==> src/rtl/icache_fetch.sv <==
// Direct-mapped read-only instruction cache with 4-word lines, refilled via a
// request/valid handshake; hits answer combinationally with zero added latency.
module icache_fetch #(
  parameter int INDEX_BITS = 3
) (
  input  logic        clk,
  input  logic        reset_n,
  input  logic        cpu_read,
  input  logic [15:0] cpu_addr,
  output logic [15:0] cpu_data,
  output logic        cpu_ready,
  output logic        cpu_stall,
  input  logic        invalidate,
  output logic        mem_req,
  output logic [15:0] mem_addr,
  input  logic [63:0] mem_rdata,
  input  logic        mem_valid,
  output logic [15:0] hit_count,
  output logic [15:0] miss_count
);

  localparam int LINES    = 1 << INDEX_BITS;
  localparam int TAG_BITS = 14 - INDEX_BITS;

  typedef enum logic [1:0] {IDLE, WAIT, FILL} state_t;

  state_t state, state_next;

  logic [TAG_BITS-1:0]   tag_mem  [LINES];
  logic [63:0]           data_mem [LINES];
  logic [LINES-1:0]      valid;
  logic                  inval_pend;
  logic [15:0]           miss_addr;

  logic [INDEX_BITS-1:0] cpu_index, miss_index;
  logic [TAG_BITS-1:0]   cpu_tag, miss_tag;
  logic [63:0]           cpu_line;
  logic                  hit, miss;

  assign cpu_index  = cpu_addr[INDEX_BITS+1:2];
  assign cpu_tag    = cpu_addr[15:INDEX_BITS+2];
  assign miss_index = miss_addr[INDEX_BITS+1:2];
  assign miss_tag   = miss_addr[15:INDEX_BITS+2];
  assign cpu_line   = data_mem[cpu_index];

  assign hit  = (state == IDLE) && cpu_read && valid[cpu_index] &&
                (tag_mem[cpu_index] == cpu_tag);
  assign miss = (state == IDLE) && cpu_read && !hit;

  assign cpu_ready = hit;
  assign cpu_stall = cpu_read && !hit;
  assign cpu_data  = hit ? cpu_line[{cpu_addr[1:0], 4'b0000} +: 16] : 16'h0000;
  assign mem_req   = (state == WAIT);
  assign mem_addr  = mem_req ? {miss_addr[15:2], 2'b00} : 16'h0000;

  // NOTE: every always_comb output gets a default first so no path leaves it unassigned (no latch).
  always_comb begin
    state_next = state;
    unique case (state)
      IDLE:    if (miss) state_next = WAIT;
      WAIT:    if (mem_valid) state_next = FILL;
      FILL:    state_next = IDLE;
      default: state_next = IDLE;
    endcase
  end

  // NOTE: sequential state uses non-blocking assignments so all registers update together at the edge.
  always_ff @(posedge clk) begin
    if (reset_n) begin
      state      <= IDLE;
      valid      <= '0;
      inval_pend <= 1'b0;
      miss_addr  <= 16'h0000;
      hit_count  <= 16'h0000;
      miss_count <= 16'h0000;
    end else begin
      state <= state_next;

      if (miss) miss_addr <= cpu_addr;

      if (hit && hit_count != 16'hFFFF)   hit_count  <= hit_count + 16'd1;
      if (miss && miss_count != 16'hFFFF) miss_count <= miss_count + 16'd1;

      // A flush seen during a refill is deferred so the fresh line is dropped too.
      if (state == IDLE && invalidate)                       valid <= '0;
      else if (state == FILL && (inval_pend || invalidate))  valid <= '0;
      else if (state == WAIT && mem_valid)                   valid[miss_index] <= 1'b1;

      if (state == FILL)                   inval_pend <= 1'b0;
      else if (state == WAIT && invalidate) inval_pend <= 1'b1;
    end
  end

  // NOTE: tag/data arrays are not reset; valid bits alone gate their use, which keeps them RAM-mappable.
  always_ff @(posedge clk) begin
    if (!reset_n && state == WAIT && mem_valid) begin
      data_mem[miss_index] <= mem_rdata;
      tag_mem[miss_index]  <= miss_tag;
    end
  end

endmodule

==> config.mk <==
export PLATFORM = sky130hd
export DESIGN_NAME = icache_fetch
export DESIGN_NICKNAME = d
export VERILOG_FILES = /design/src/rtl/icache_fetch.sv
export SDC_FILE = /design/constraint.sdc
export NUM_CORES = 1
export LEC_CHECK = 0
export BUFFER_PORTS_ARGS = -buffer_cell sky130_fd_sc_hd__buf_2
export CAP_MARGIN = 20
export CORE_UTILIZATION = 50
export CTS_BUF_LIST = sky130_fd_sc_hd__clkbuf_2
export CTS_CLUSTER_SIZE = 10
export DETAILED_ROUTE_END_ITERATION = 8
export GPL_ROUTABILITY_DRIVEN = 0
export PLACE_DENSITY_LB_ADDON = 0.08
export SLEW_MARGIN = 25
export SYNTH_ARGS = -nofsm -noshare
export SYNTH_HDL_FRONTEND = slang
export SYNTH_SLANG_ARGS = --single-unit
==> constraint.sdc <==
create_clock -name clk -period 7.4 [get_ports clk]
set_clock_uncertainty 0.05 [all_clocks]
set_input_delay 1.48 -clock clk [delete_from_list [all_inputs] [get_ports clk]]
set_output_delay 1.48 -clock clk [all_outputs]
set_load 0.02 [all_outputs]
== Yosys cells after proc, flatten, opt, wreduce, memory -nomap -nowiden ==
Memories as Yosys holds them, arrays and structs flattened.
Index checks and enable logic that the tools add are counted.

* Add/sub/neg operators: 2
* Magnitude comparators: 3
* Equality and inequality tests: 7
* Shifts and indexed selects: 1
* Multiplexer cells: 11
* Bitwise gates (word level): 1
* Reductions and logical operators: 21

{| class="wikitable"
|+ Operator list
! cell !! number
|-
| $shiftx A64 B7 Y16 || 1
|-
| $add A16 B1 Y16 const B || 2
|-
| $mux W16 || 2
|-
| $ne A16 B16 Y1 const B || 2
|-
| $logic_and A1 B1 Y1 || 14
|-
| $eq A11 B11 Y1 || 1
|-
| $lt A3 B4 Y1 const B || 2
|-
| $or A8 B8 Y8 || 1
|-
| $mux W1 || 4
|-
| $mux W2 || 2
|-
| $pmux W2 S2 || 1
|-
| $bmux W1 S3 || 1
|-
| $demux W1 S3 || 1
|-
| $ge A3 B1 Y1 const B || 1
|-
| $reduce_or A3 Y1 || 1
|-
| $eq A2 B1 Y1 const B || 1
|-
| $eq A2 B2 Y1 const B || 1
|-
| $logic_not A1 Y1 || 2
|-
| $logic_not A2 Y1 || 1
|-
| $ne A2 B1 Y1 const B || 1
|-
| $ne A2 B2 Y1 const B || 1
|-
| $reduce_and A2 Y1 || 1
|-
| $reduce_or A2 Y1 || 1
|-
| $logic_or A1 B1 Y1 || 1
|}

* Flip-flop bits (word level): 59
* Memory bits (writable): 600
* Input port bits: 85
* Word-level logic and storage cells: 54
* Memories kept: 2

{| class="wikitable"
|+ Memory list
! name !! words !! width !! rd ports !! clocked after memory_dff !! wr ports !! RTL line !! source
|-
| data_mem || 8 || 64 || 1 || 0 || 1 || 30 || <nowiki>logic [63:0] data_mem [LINES];</nowiki>
|-
| tag_mem || 8 || 11 || 1 || 0 || 1 || 29 || <nowiki>logic [TAG_BITS-1:0] tag_mem [LINES];</nowiki>
|}

== Longest topological paths before layout ==
Gate-level depths: netlist of the first run.

* Word-level depth: 8
* Depth in mapped cells: 13
* Gate-level depth less buffers: 8

== Worst setup path before layout of the first run ==
No wires, ideal clock.

* Kind: input port to flip-flop
* From: in reset_n
* To: mem data_mem[6][0] (enable)
* Library setup time: 0.616 ns
* Arrival time: 7.377 ns
* Slack: -0.643 ns
* Cell stages on the path: 3
* Cell sequence: clkbuf_1 -> buf_1 -> nor3b_1

* Longest elaborated chain between the ends: 5

{| class="wikitable"
|+ RTL lines
! element !! RTL line !! source
|-
| from (decl) || 7 || <nowiki>input logic reset_n,</nowiki>
|-
| $logic_not A1 Y1 || 96 || <nowiki>if (!reset_n && state == WAIT && mem_valid) begin</nowiki>
|-
| $logic_and A1 B1 Y1 (2 in series) || 96 ||
|-
| $mux W1 || 96 ||
|-
| $mux W1 (not written as such) || 97 || <nowiki>data_mem[miss_index] <= mem_rdata;</nowiki>
|-
| to (decl) || 30 ||
|}

Every way passes these cells.

== Worst setup path in the final report of the first run ==
* From: in cpu_addr[4]
* To: out cpu_stall

* Longest elaborated chain between the ends: 6

{| class="wikitable"
|+ RTL lines
! element !! RTL line !! source
|-
| from (decl) || 9 || <nowiki>input logic [15:0] cpu_addr,</nowiki>
|-
| parallel branches: the longest is 3 deep, another holds $mem_v2 Z8 W11 || -- ||
|-
| $logic_and A1 B1 Y1 (*) || 46 || <nowiki>assign hit = (state == IDLE) && cpu_read && valid[cpu_index] &&</nowiki>
|-
| $logic_not A1 Y1 (*) || 51 || <nowiki>assign cpu_stall = cpu_read && !hit;</nowiki>
|-
| $logic_and A1 B1 Y1 (*) || 51 ||
|-
| to (decl) || 12 || <nowiki>output logic cpu_stall,</nowiki>
|}

Mark *: on every way between the ends. The select of a mux whose other input is x is not followed.

==> results.sh, run 1 <==
export IMPL_maxSlewViolCount=0
export IMPL_clockBufferDepth=3
export IMPL_layout_drive_gt1_share=0.380
export IMPL_worstSetupPathType="input pin to primary output"
export IMPL_min_path_type="input pin to flip-flop"
export IMPL_worst_ep_required_time_ns=5.87
export IMPL_crit_chain="buf_4 > mux2_2 > o22ai_1 > o21ai_0 > a211o_1 > or4_2 > and2_1 > buf_2"
export IMPL_tritoncts="built"
export IMPL_vias=13300
export IMPL_end_kind="primary output"
export IMPL_fin_nets=1632
export IMPL_cts_made_buffers=168
export IMPL_wl_met1_mm=23.7
export IMPL_clk_pin_slew_ns=0.11
export IMPL_post_cts_setup_buffer_count=0
export IMPL_utilization=0.572
export IMPL_initial_utilization=0.511
export IMPL_hold_violations=0
export IMPL_rsz0062_at_grt="false"
export IMPL_cts_resized=0
export IMPL_ant_nets=0
export IMPL_power_leakage_nw=9.81
export IMPL_detail_route_wl_per_cell_um=23.5
export IMPL_synthArstFlopShare=0
export IMPL_maxCapViolCount=0
export IMPL_power_per_cell_area_mw_per_mm2=237
export IMPL_cpMaxStageDelayCell="or4_2"
export IMPL_highest_layer="met5"
export IMPL_dp_cells=2047
export IMPL_grt_usage=0.217
export IMPL_insertion_delay_ns=1.28
export IMPL_die_w_um=229
export IMPL_routed_wl_met2_mm=27.0
export IMPL_fp_coreArea_mm2=0.0505
export IMPL_period_share=0.849
export IMPL_critPathMaxFanout=38
export IMPL_drt_total_wl_mm=54.8
export IMPL_dpl_hpwl_mm=30.4
export IMPL_ir_worst_vdd_uv=139
export IMPL_crit_path_max_incr_delay_ns=1.10
export IMPL_synth_edf_count=600
export IMPL_synth_area_mm2=0.0258
export IMPL_cts_root_buf="clkbuf_2"
export IMPL_grt_pass1_wl_mm=83.1
export IMPL_antenna_found_initial=7
export IMPL_synth_seq_area_share=0.743
export IMPL_status="completed"
export IMPL_area_growth_pct=11.9
export IMPL_synth_avg_cell_area_um2=20.3
export IMPL_drtIter0Drc=990
export IMPL_final_min_clock_period_ns=6.28
export IMPL_worstPathArrival_ns=4.75
export IMPL_tns_ns=0
export IMPL_cts_sinks=657
export IMPL_vias_per_cell=5.71
export IMPL_die_area_mm2=0.0525
export IMPL_cts_hold_buf=0
export IMPL_yosysWarnings=0
export IMPL_ys_ff_latch=657
export IMPL_ys_types=56
export IMPL_ys_flop_type="edfxtp_1"
export IMPL_fin_cells=2331
export IMPL_port_buffers=149
export IMPL_grt_max_degree=105
export IMPL_finalSetupViolations=0
export IMPL_tightest_slew_ns=0.982
export IMPL_slew_headroom=0.346
export IMPL_max_freq_ghz=0.159
export IMPL_grt_pass1_vias=14000
export IMPL_dr_pass1_iters=5
export IMPL_ioPinCount=152
export IMPL_num_rows=82
export IMPL_cts_htree_levels=4
export IMPL_chipHeight_um=229
export IMPL_overflow=0
export IMPL_syn_inst=1270
export IMPL_wl_met3_mm=3.20
export IMPL_worst_setup_path_start_kind="input pin"
export IMPL_drc_errors=0
==> sequential cells by signal, indices dropped and copies added (netlist names) <==
signal,count
tag_mem,88
inval_pend,1
data_mem,512
state,2
miss_count,16
hit_count,16
miss_addr,14
valid,8
==> area by class of cell <==
| class | instances | area, um^2 |
|---|---|---|
| well taps | 672 | 841 |
| repair buffers | 175 | 1020 |
| clock inverters | 38 | 253 |
| clock buffers | 244 | 1220 |
| fillers | 3989 | 21600 |
| multi-input cells | 535 | 6340 |
| flip-flops and latches | 657 | 19200 |
| diodes | 2 | 5.00 |
| inverters | 8 | 30.0 |
==> logic make-up after synthesis <==
group                    count (synthesis)  synth area share
adder cells (fa/ha/maj)                  2          0.000970
multiplexers                           236             0.178
AND/OR/NAND/NOR                        202            0.0413
AO/OA/AOI/OAI                           84            0.0193
other                                    1          0.000145
XOR/XNOR                                 9           0.00306
buffers and inverters                   79            0.0140
flip-flops                             657             0.743
==> stage by stage <==
stage          hold WS [ns]  instance area, um^2  setup slack (ns)  total power, mW
6_report              0.397                28900              1.12             6.83
5_1_grt               0.225                28900             0.955             7.14
4_1_cts               0.208                28900              1.11             6.94
3_5_place_dp          0.408                27400              1.11             4.53
3_3_place_gp          0.403                27400              1.13             4.52
2_1_floorplan         0.381                25800              1.66             4.39
==> layout by cell type (no fill, tap or decap), drive strengths merged, types with 21 or more instances in the layout <==
cell type,Yosys,routed
a21oi,36,36
buf,33,175
clkbuf,38,244
clkinv,0,31
dfxtp,57,57
edfxtp,600,600
mux2i,39,39
mux4,177,177
nand2,21,21
nand3,26,26
nor2,60,60
o21ai,23,23
==> metal layers <==
layer  vias up  global-route usage
met4         6              0.0729
met5         -                   0
met2       408               0.344
li1       5897                   -
met3        72              0.0630
met1      6918               0.289
==> report_power, final <==
group,switching (mW),total [mW],internal (mW)
Combinational,0.201,0.354,0.153
Sequential,0.0190,4.08,4.06
Clock,1.39,2.39,1.01
Total,1.61,6.83,5.22
==> synth_stat cells, types with 15 or more instances <==
library cell | count | area [um^2]
edfxtp_1 | 600 | 18000
mux4_2 | 177 | 3990
nor2_1 | 60 | 225
dfxtp_1 | 57 | 1140
mux2i_1 | 39 | 390
clkbuf_1 | 38 | 143
a21oi_1 | 36 | 180
nand3_1 | 26 | 130
nand2_1 | 21 | 78.8
o21ai_0 | 21 | 105
buf_1 | 19 | 71.3
nor2b_1 | 17 | 106
and2_1 | 15 | 93.8
==> final timing paths <==
| kind | start | to | slack [ns] | cells after the start |
|---|---|---|---|---|
| worst max-delay path | cpu_addr[4] | cpu_stall | 1.12 | 8 |
| worst min-delay path | invalidate | inval_pend | 0.40 | 3 |
| worst max register to register | tag_mem[7][8] | hit_count[11] | 3.54 | 8 |
| worst min register to register | valid[4] | valid[4] | 0.43 | 2 |
==> worst max-delay path, delay by kind of cell <==
family	cells	cell delay (ns)
mux	1	0.41
simple gates	2	1.42
buf+inv	2	0.71
compound gates	3	0.67
Note: power is estimated with default switching activity, not from simulation.
==> run 2, diff against run 1 <==
==> constraint.sdc (replaced) <==
create_clock -name clk -period 6.2 [get_ports clk]
set_clock_uncertainty 0.05 [all_clocks]
set_input_delay 1.24 -clock clk [delete_from_list [all_inputs] [get_ports clk]]
set_output_delay 1.24 -clock clk [all_outputs]
set_load 0.02 [all_outputs]
==> results.sh, run 2 (synthesized netlist as in run 1, its figures left out) <==
export IMPL_status="completed"
export IMPL_crit_start="cpu_addr[3]"
export IMPL_cts_sinks=657
export IMPL_vias_per_cell=5.62
export IMPL_fin_nets=1697
export IMPL_timing_rr_end="hit_count[15]"
export IMPL_num_rows=82
export IMPL_maxCapViolCount=0
export IMPL_setup_ws_ns=0.698
export IMPL_overflow=0
export IMPL_min_path_type="input pin to flip-flop"
export IMPL_worst_setup_path_start_kind="input pin"
export IMPL_grt_pass1_wl_mm=85.1
export IMPL_drc_errors=0
export IMPL_die_area_mm2=0.0525
export IMPL_tritoncts="built"
export IMPL_largest_reg_flops=512
export IMPL_grt_pass1_vias=14400
export IMPL_end_kind="primary output"
export IMPL_dr_pass1_iters=5
export IMPL_r2r_cells=10
export IMPL_ant_nets=0
export IMPL_largest_registers="data_mem: 512 flops, tag_mem: 88 flops"
export IMPL_cts_resized=0
export IMPL_antenna_found_initial=5
export IMPL_tns_ns=0
export IMPL_vias=13400
export IMPL_period_share=0.887
export IMPL_grt_usage=0.220
export IMPL_area_growth_pct=14.3
export IMPL_place_ws_ns=0.698
export IMPL_cts_htree_levels=4
export IMPL_cts_made_buffers=166
export IMPL_chipHeight_um=229
export IMPL_drtIter0Drc=985
export IMPL_cpMaxStageDelayCell="or4_2"
export IMPL_num_fill_cells=3923
export IMPL_dpl_hpwl_mm=29.7
export IMPL_final_min_clock_period_ns=5.50
export IMPL_cts_root_buf="clkbuf_2"
export IMPL_insertion_delay_ns=1.30
export IMPL_hold_violations=0
export IMPL_worstPathArrival_ns=4.21
export IMPL_slew_headroom=0.321
export IMPL_clk_pin_slew_ns=0.10
export IMPL_clockBufferDepth=3
export IMPL_rrSetupSlack_ns=2.60
export IMPL_largest_register="data_mem"
export IMPL_fp_coreArea_mm2=0.0505
export IMPL_worstSetupPathType="input pin to primary output"
export IMPL_ioPinCount=152
export IMPL_worst_ep_required_time_ns=4.91
export IMPL_die_w_um=229
export IMPL_layout_drive_gt1_share=0.368
export IMPL_utilization=0.584
export IMPL_reg2reg_from="tag_mem[7][8]"
export IMPL_critPathCapture="cpu_stall"
export IMPL_rsz0062_at_grt="false"
export IMPL_ir_worst_vdd_uv=177
export IMPL_grt_max_degree=89
export IMPL_maxSlewViolCount=0
export IMPL_power_per_cell_area_mw_per_mm2=274
export IMPL_power_leakage_nw=10.1
export IMPL_critPathMaxFanout=44
export IMPL_final_cell_mix="600 x edfxtp_1, 239 x clkbuf_2, 177 x mux4_2"
export IMPL_drt_total_wl_mm=55.3
export IMPL_initial_utilization=0.511
export IMPL_layout_commonest_cell="edfxtp_1"
export IMPL_detail_route_wl_per_cell_um=23.1
export IMPL_crit_path_max_incr_delay_ns=0.64
export IMPL_max_freq_ghz=0.182
export IMPL_finalSetupViolations=0
export IMPL_crit_chain="buf_6 > mux4_2 > mux2i_1 > xnor2_1 > or3_1 > or4_2 > buf_4 > and2_1 > buf_2"
export IMPL_port_buffers=149
export IMPL_tightest_slew_ns=1.02
## run 2: cell types whose count changed in the layout (fill, tap and decap cells not counted), sizes merged
| cell | before | now |
|---|---|---|
| diode | 2 | 7 |
| clkbuf | 244 | 239 |
| inv | 10 | 14 |
| dlygate4sd3 | 0 | 66 |
| bufinv | 4 | 2 |
| clkinv | 31 | 24 |
| buf | 175 | 176 |
## run 2: how the worst min path moves through the flow
stage / from / end / cells after the start
floorplan: valid[4] / valid[4] / 2
global placement: valid[5] / valid[5] / 2
detailed placement: valid[5] / valid[5] / 2
CTS: mem_rdata[34] / data_mem[2][34] / 1
global route: mem_rdata[31] / data_mem[6][31] / 1
finish: mem_rdata[29] / data_mem[0][29] / 1
## run 2: critical path: cells and delay by family
kind | cells | cell delay (ns)
xor+xnor | 1 | 0.11
buf+inv | 3 | 0.82
mux | 2 | 0.76
simple gates | 3 | 1.22
## run 2: cell type report
| cell class | instances | area, um^2 | share of cell area |
|---|---|---|---|
| clock inverter | 33 | 185 | 0.00628 |
| antenna | 7 | 17.5 | 0.000594 |
| multi-input combinational | 535 | 6340 | 0.215 |
| tap | 672 | 841 | 0.0285 |
| inverter | 8 | 30.0 | 0.00102 |
| timing repair buffer | 242 | 1720 | 0.0582 |
| sequential | 657 | 19200 | 0.650 |
| clock buffer | 239 | 1200 | 0.0406 |
## run 2: metrics by stage
| step | cell area (um^2) | hold WS (ns) | cells | total power [mW] |
|---|---|---|---|---|
| 6_report | 29500 | 0.200 | 2393 | 8.08 |
| 5_1_grt | 29500 | 0.0432 | 2390 | 8.46 |
| 4_1_cts | 29500 | 0.000196 | 2386 | 8.20 |
| 3_5_place_dp | 27400 | 0.407 | 2048 | 5.41 |
| 3_3_place_gp | 27400 | 0.402 | 2048 | 5.40 |
| 2_1_floorplan | 25800 | 0.381 | 1271 | 5.23 |
## run 2: per-layer routing
metal | vias up | GRT usage | part of all wire
met4 | 2 | 0.0760 | 0.016
met2 | 450 | 0.350 | 0.49
li1 | 6031 | - | -
met1 | 6888 | 0.297 | 0.43
met5 | - | 0 | 0.00029
met3 | 76 | 0.0568 | 0.061
## run 2: report_power, final
| part | internal [mW] | switching, mW | total (mW) |
|---|---|---|---|
| clock | 1.10 | 1.65 | 2.75 |
| sequential | 4.85 | 0.0227 | 4.87 |
| combinational | 0.211 | 0.249 | 0.460 |
| total | 6.16 | 1.92 | 8.08 |
## run 2: repair_timing
item / CTS / global route
buffers inserted: 0 / 0
hold buffers: 66 / 0
endpoints found under the hold margin: 390 / 0
==> run 3, diff against run 2 <==
--- a/config.mk
+++ b/config.mk
@@ -5,14 +5,16 @@
 export SDC_FILE = /design/constraint.sdc
 export NUM_CORES = 1
 export LEC_CHECK = 0
-export BUFFER_PORTS_ARGS = -buffer_cell sky130_fd_sc_hd__buf_2
 export CAP_MARGIN = 20
 export CORE_UTILIZATION = 50
 export CTS_BUF_LIST = sky130_fd_sc_hd__clkbuf_2
 export CTS_CLUSTER_SIZE = 10
 export DETAILED_ROUTE_END_ITERATION = 8
+export DONT_BUFFER_PORTS = 1
 export GPL_ROUTABILITY_DRIVEN = 0
+export MAX_ROUTING_LAYER = met4
 export PLACE_DENSITY_LB_ADDON = 0.08
+export RECOVER_POWER = 100
 export SLEW_MARGIN = 25
 export SYNTH_ARGS = -nofsm -noshare
 export SYNTH_HDL_FRONTEND = slang
==> results.sh, run 3 (synthesized netlist as in run 1, its figures left out) <==
export IMPL_final_min_clock_period_ns=5.59
export IMPL_fin_area_mm2=0.0288
export IMPL_period_share=0.902
export IMPL_cts_resized=0
export IMPL_rsz0062_at_grt="false"
export IMPL_critPathMaxFanout=32
export IMPL_p_sw_frac=0.230
export IMPL_insertion_delay_ns=1.31
export IMPL_r2r_cells=7
export IMPL_p_switching_mw=1.88
export IMPL_power_frac_seq=0.597
export IMPL_grt_usage=0.229
export IMPL_p_int_mw=6.30
export IMPL_layout_drive_gt1_share=0.289
export IMPL_port_buffers=0
export IMPL_largest_reg_flops=512
export IMPL_num_rows=82
export IMPL_power_leakage_nw=9.36
export IMPL_detail_route_wl_per_cell_um=24.5
export IMPL_min_path_type="input pin to flip-flop"
export IMPL_grt_pass1_vias=14200
export IMPL_comb_power_share=0.042
export IMPL_grt_max_degree=158
export IMPL_die_w_um=229
export IMPL_worstSetupPathType="flip-flop to primary output"
export IMPL_antenna_found_initial=8
export IMPL_cts_htree_levels=4
export IMPL_vias_per_cell=5.77
export IMPL_path_delay_family="simple AND/OR/NAND/NOR gates"
export IMPL_num_fill_cells=4010
export IMPL_cts_made_buffers=169
export IMPL_finalSetupViolations=0
export IMPL_cts_hold_buf=81
export IMPL_maxSlewViolCount=534
export IMPL_clockBufferDepth=3
export IMPL_placed_area_mm2=0.0265
export IMPL_cts_sinks=657
export IMPL_hold_violations=0
export IMPL_drtIter0Drc=928
export IMPL_timing_rr_end="data_mem[6][51]"
export IMPL_dp_cells=1891
export IMPL_ioPinCount=152
export IMPL_tightest_slew_ns=3.76
export IMPL_max_freq_ghz=0.179
export IMPL_reg2reg_from="state[1]"
export IMPL_worst_ep_required_time_ns=4.91
export IMPL_worst_setup_path_start_kind="flip-flop"
export IMPL_overflow=0
export IMPL_power_per_cell_area_mw_per_mm2=284
export IMPL_worstPathArrival_ns=4.30
export IMPL_crit_chain="mux4_2 > mux2i_1 > xnor2_1 > or3_1 > or4_2 > nor2_1"
export IMPL_grt_pass1_wl_mm=85.2
export IMPL_vias=13100
export IMPL_layout_commonest_cell="edfxtp_1"
export IMPL_slew_headroom=-1.51
export IMPL_crit_path_max_incr_delay_ns=1.03
export IMPL_dpl_hpwl_mm=28.7
export IMPL_maxCapViolCount=15
export IMPL_post_cts_setup_buffer_count=0
export IMPL_setup_ws_ns=0.608
export IMPL_fin_cells=2273
export IMPL_ant_nets=0
export IMPL_utilization=0.570
export IMPL_p_clk_frac=0.361
export IMPL_cts_root_buf="clkbuf_2"
export IMPL_largest_registers="data_mem: 512 flops, tag_mem: 88 flops"
export IMPL_tns_ns=0
export IMPL_rrSetupSlack_ns=0.70
export IMPL_chipHeight_um=229
export IMPL_hold_end="miss_count[11]"
export IMPL_status="finished with violations"
export IMPL_crit_buf_inv=0
export IMPL_clk_pin_slew_ns=0.10
export IMPL_dr_pass1_iters=5
export IMPL_drc_errors=0
export IMPL_violations="max-capacitance violations, max-slew violations"
export IMPL_end_kind="primary output"
export IMPL_area_growth_pct=11.6
export IMPL_place_ws_ns=0.951
export IMPL_hold_depth=2
export IMPL_ir_worst_vdd_uv=184
export IMPL_largest_register="data_mem"
export IMPL_tritoncts="built"
export IMPL_final_cell_mix="600 x edfxtp_1, 245 x clkbuf_2, 177 x mux4_2"
export IMPL_fin_nets=1559
export IMPL_worstHoldStart="reset_n"
export IMPL_fp_coreArea_mm2=0.0505
export IMPL_cpMaxStageDelayCell="or4_2"
export IMPL_drt_total_wl_mm=55.8
export IMPL_initial_utilization=0.511
export IMPL_die_area_mm2=0.0525
-- run 3: worst max-delay path by stage --
stage	from	to	cells past startpoint
6_report	tag_mem[7][8]	cpu_data[13]	6
5_1_grt	tag_mem[7][8]	cpu_data[5]	6
4_1_cts	tag_mem[7][8]	cpu_data[11]	6
3_5_place_dp	cpu_addr[3]	cpu_data[11]	6
3_3_place_gp	cpu_addr[3]	cpu_data[12]	6
2_1_floorplan	reset_n	data_mem[2][0]	4
-- run 3: power by group through the flow --
stage | logic [mW] | clock network, mW | registers (mW)
global placement | 0.259 | 0 | 4.98
detailed placement | 0.261 | 0 | 4.98
finish | 0.344 | 2.95 | 4.88
global route | 0.368 | 3.31 | 4.88
floorplan | 0.267 | 0 | 4.97
CTS | 0.352 | 3.08 | 4.87
-- run 3: metrics by stage --
stage / hold WS (ns) / total power, mW
2_1_floorplan: 0.381 / 5.23
3_3_place_gp: 0.407 / 5.24
3_5_place_dp: 0.406 / 5.24
4_1_cts: 0.0353 / 8.31
5_1_grt: 0.0862 / 8.56
6_report: 0.245 / 8.17
-- run 3: layout make-up --
cell class              count  area (um^2)  share of cell area
flip-flops and latches    657        19200               0.666
repair buffers            101          920              0.0319
inverters                   8         30.0             0.00104
clock buffers             244         1220              0.0424
diodes                      7         17.5            0.000609
well taps                 672          841              0.0292
clock inverters            49          329              0.0114
multi-input cells         535         6270               0.218
-- run 3: worst reg2reg max path: stages, from the launching register on --
cell      delay, ns
dfxtp_1        0.34
inv_1          0.07
nand2_1        0.12
inv_1          0.48
and3_1         0.32
nor3b_1        0.21
clkbuf_1       2.65
buf_4          0.88
-- run 3: layer usage --
| metal | track usage | routed length (um) |
|---|---|---|
| met4 | 0.0823 | 927 |
| met3 | 0.0625 | 3340 |
| met5 | - | 0 |
| met1 | 0.294 | 24000 |
| met2 | 0.354 | 27500 |
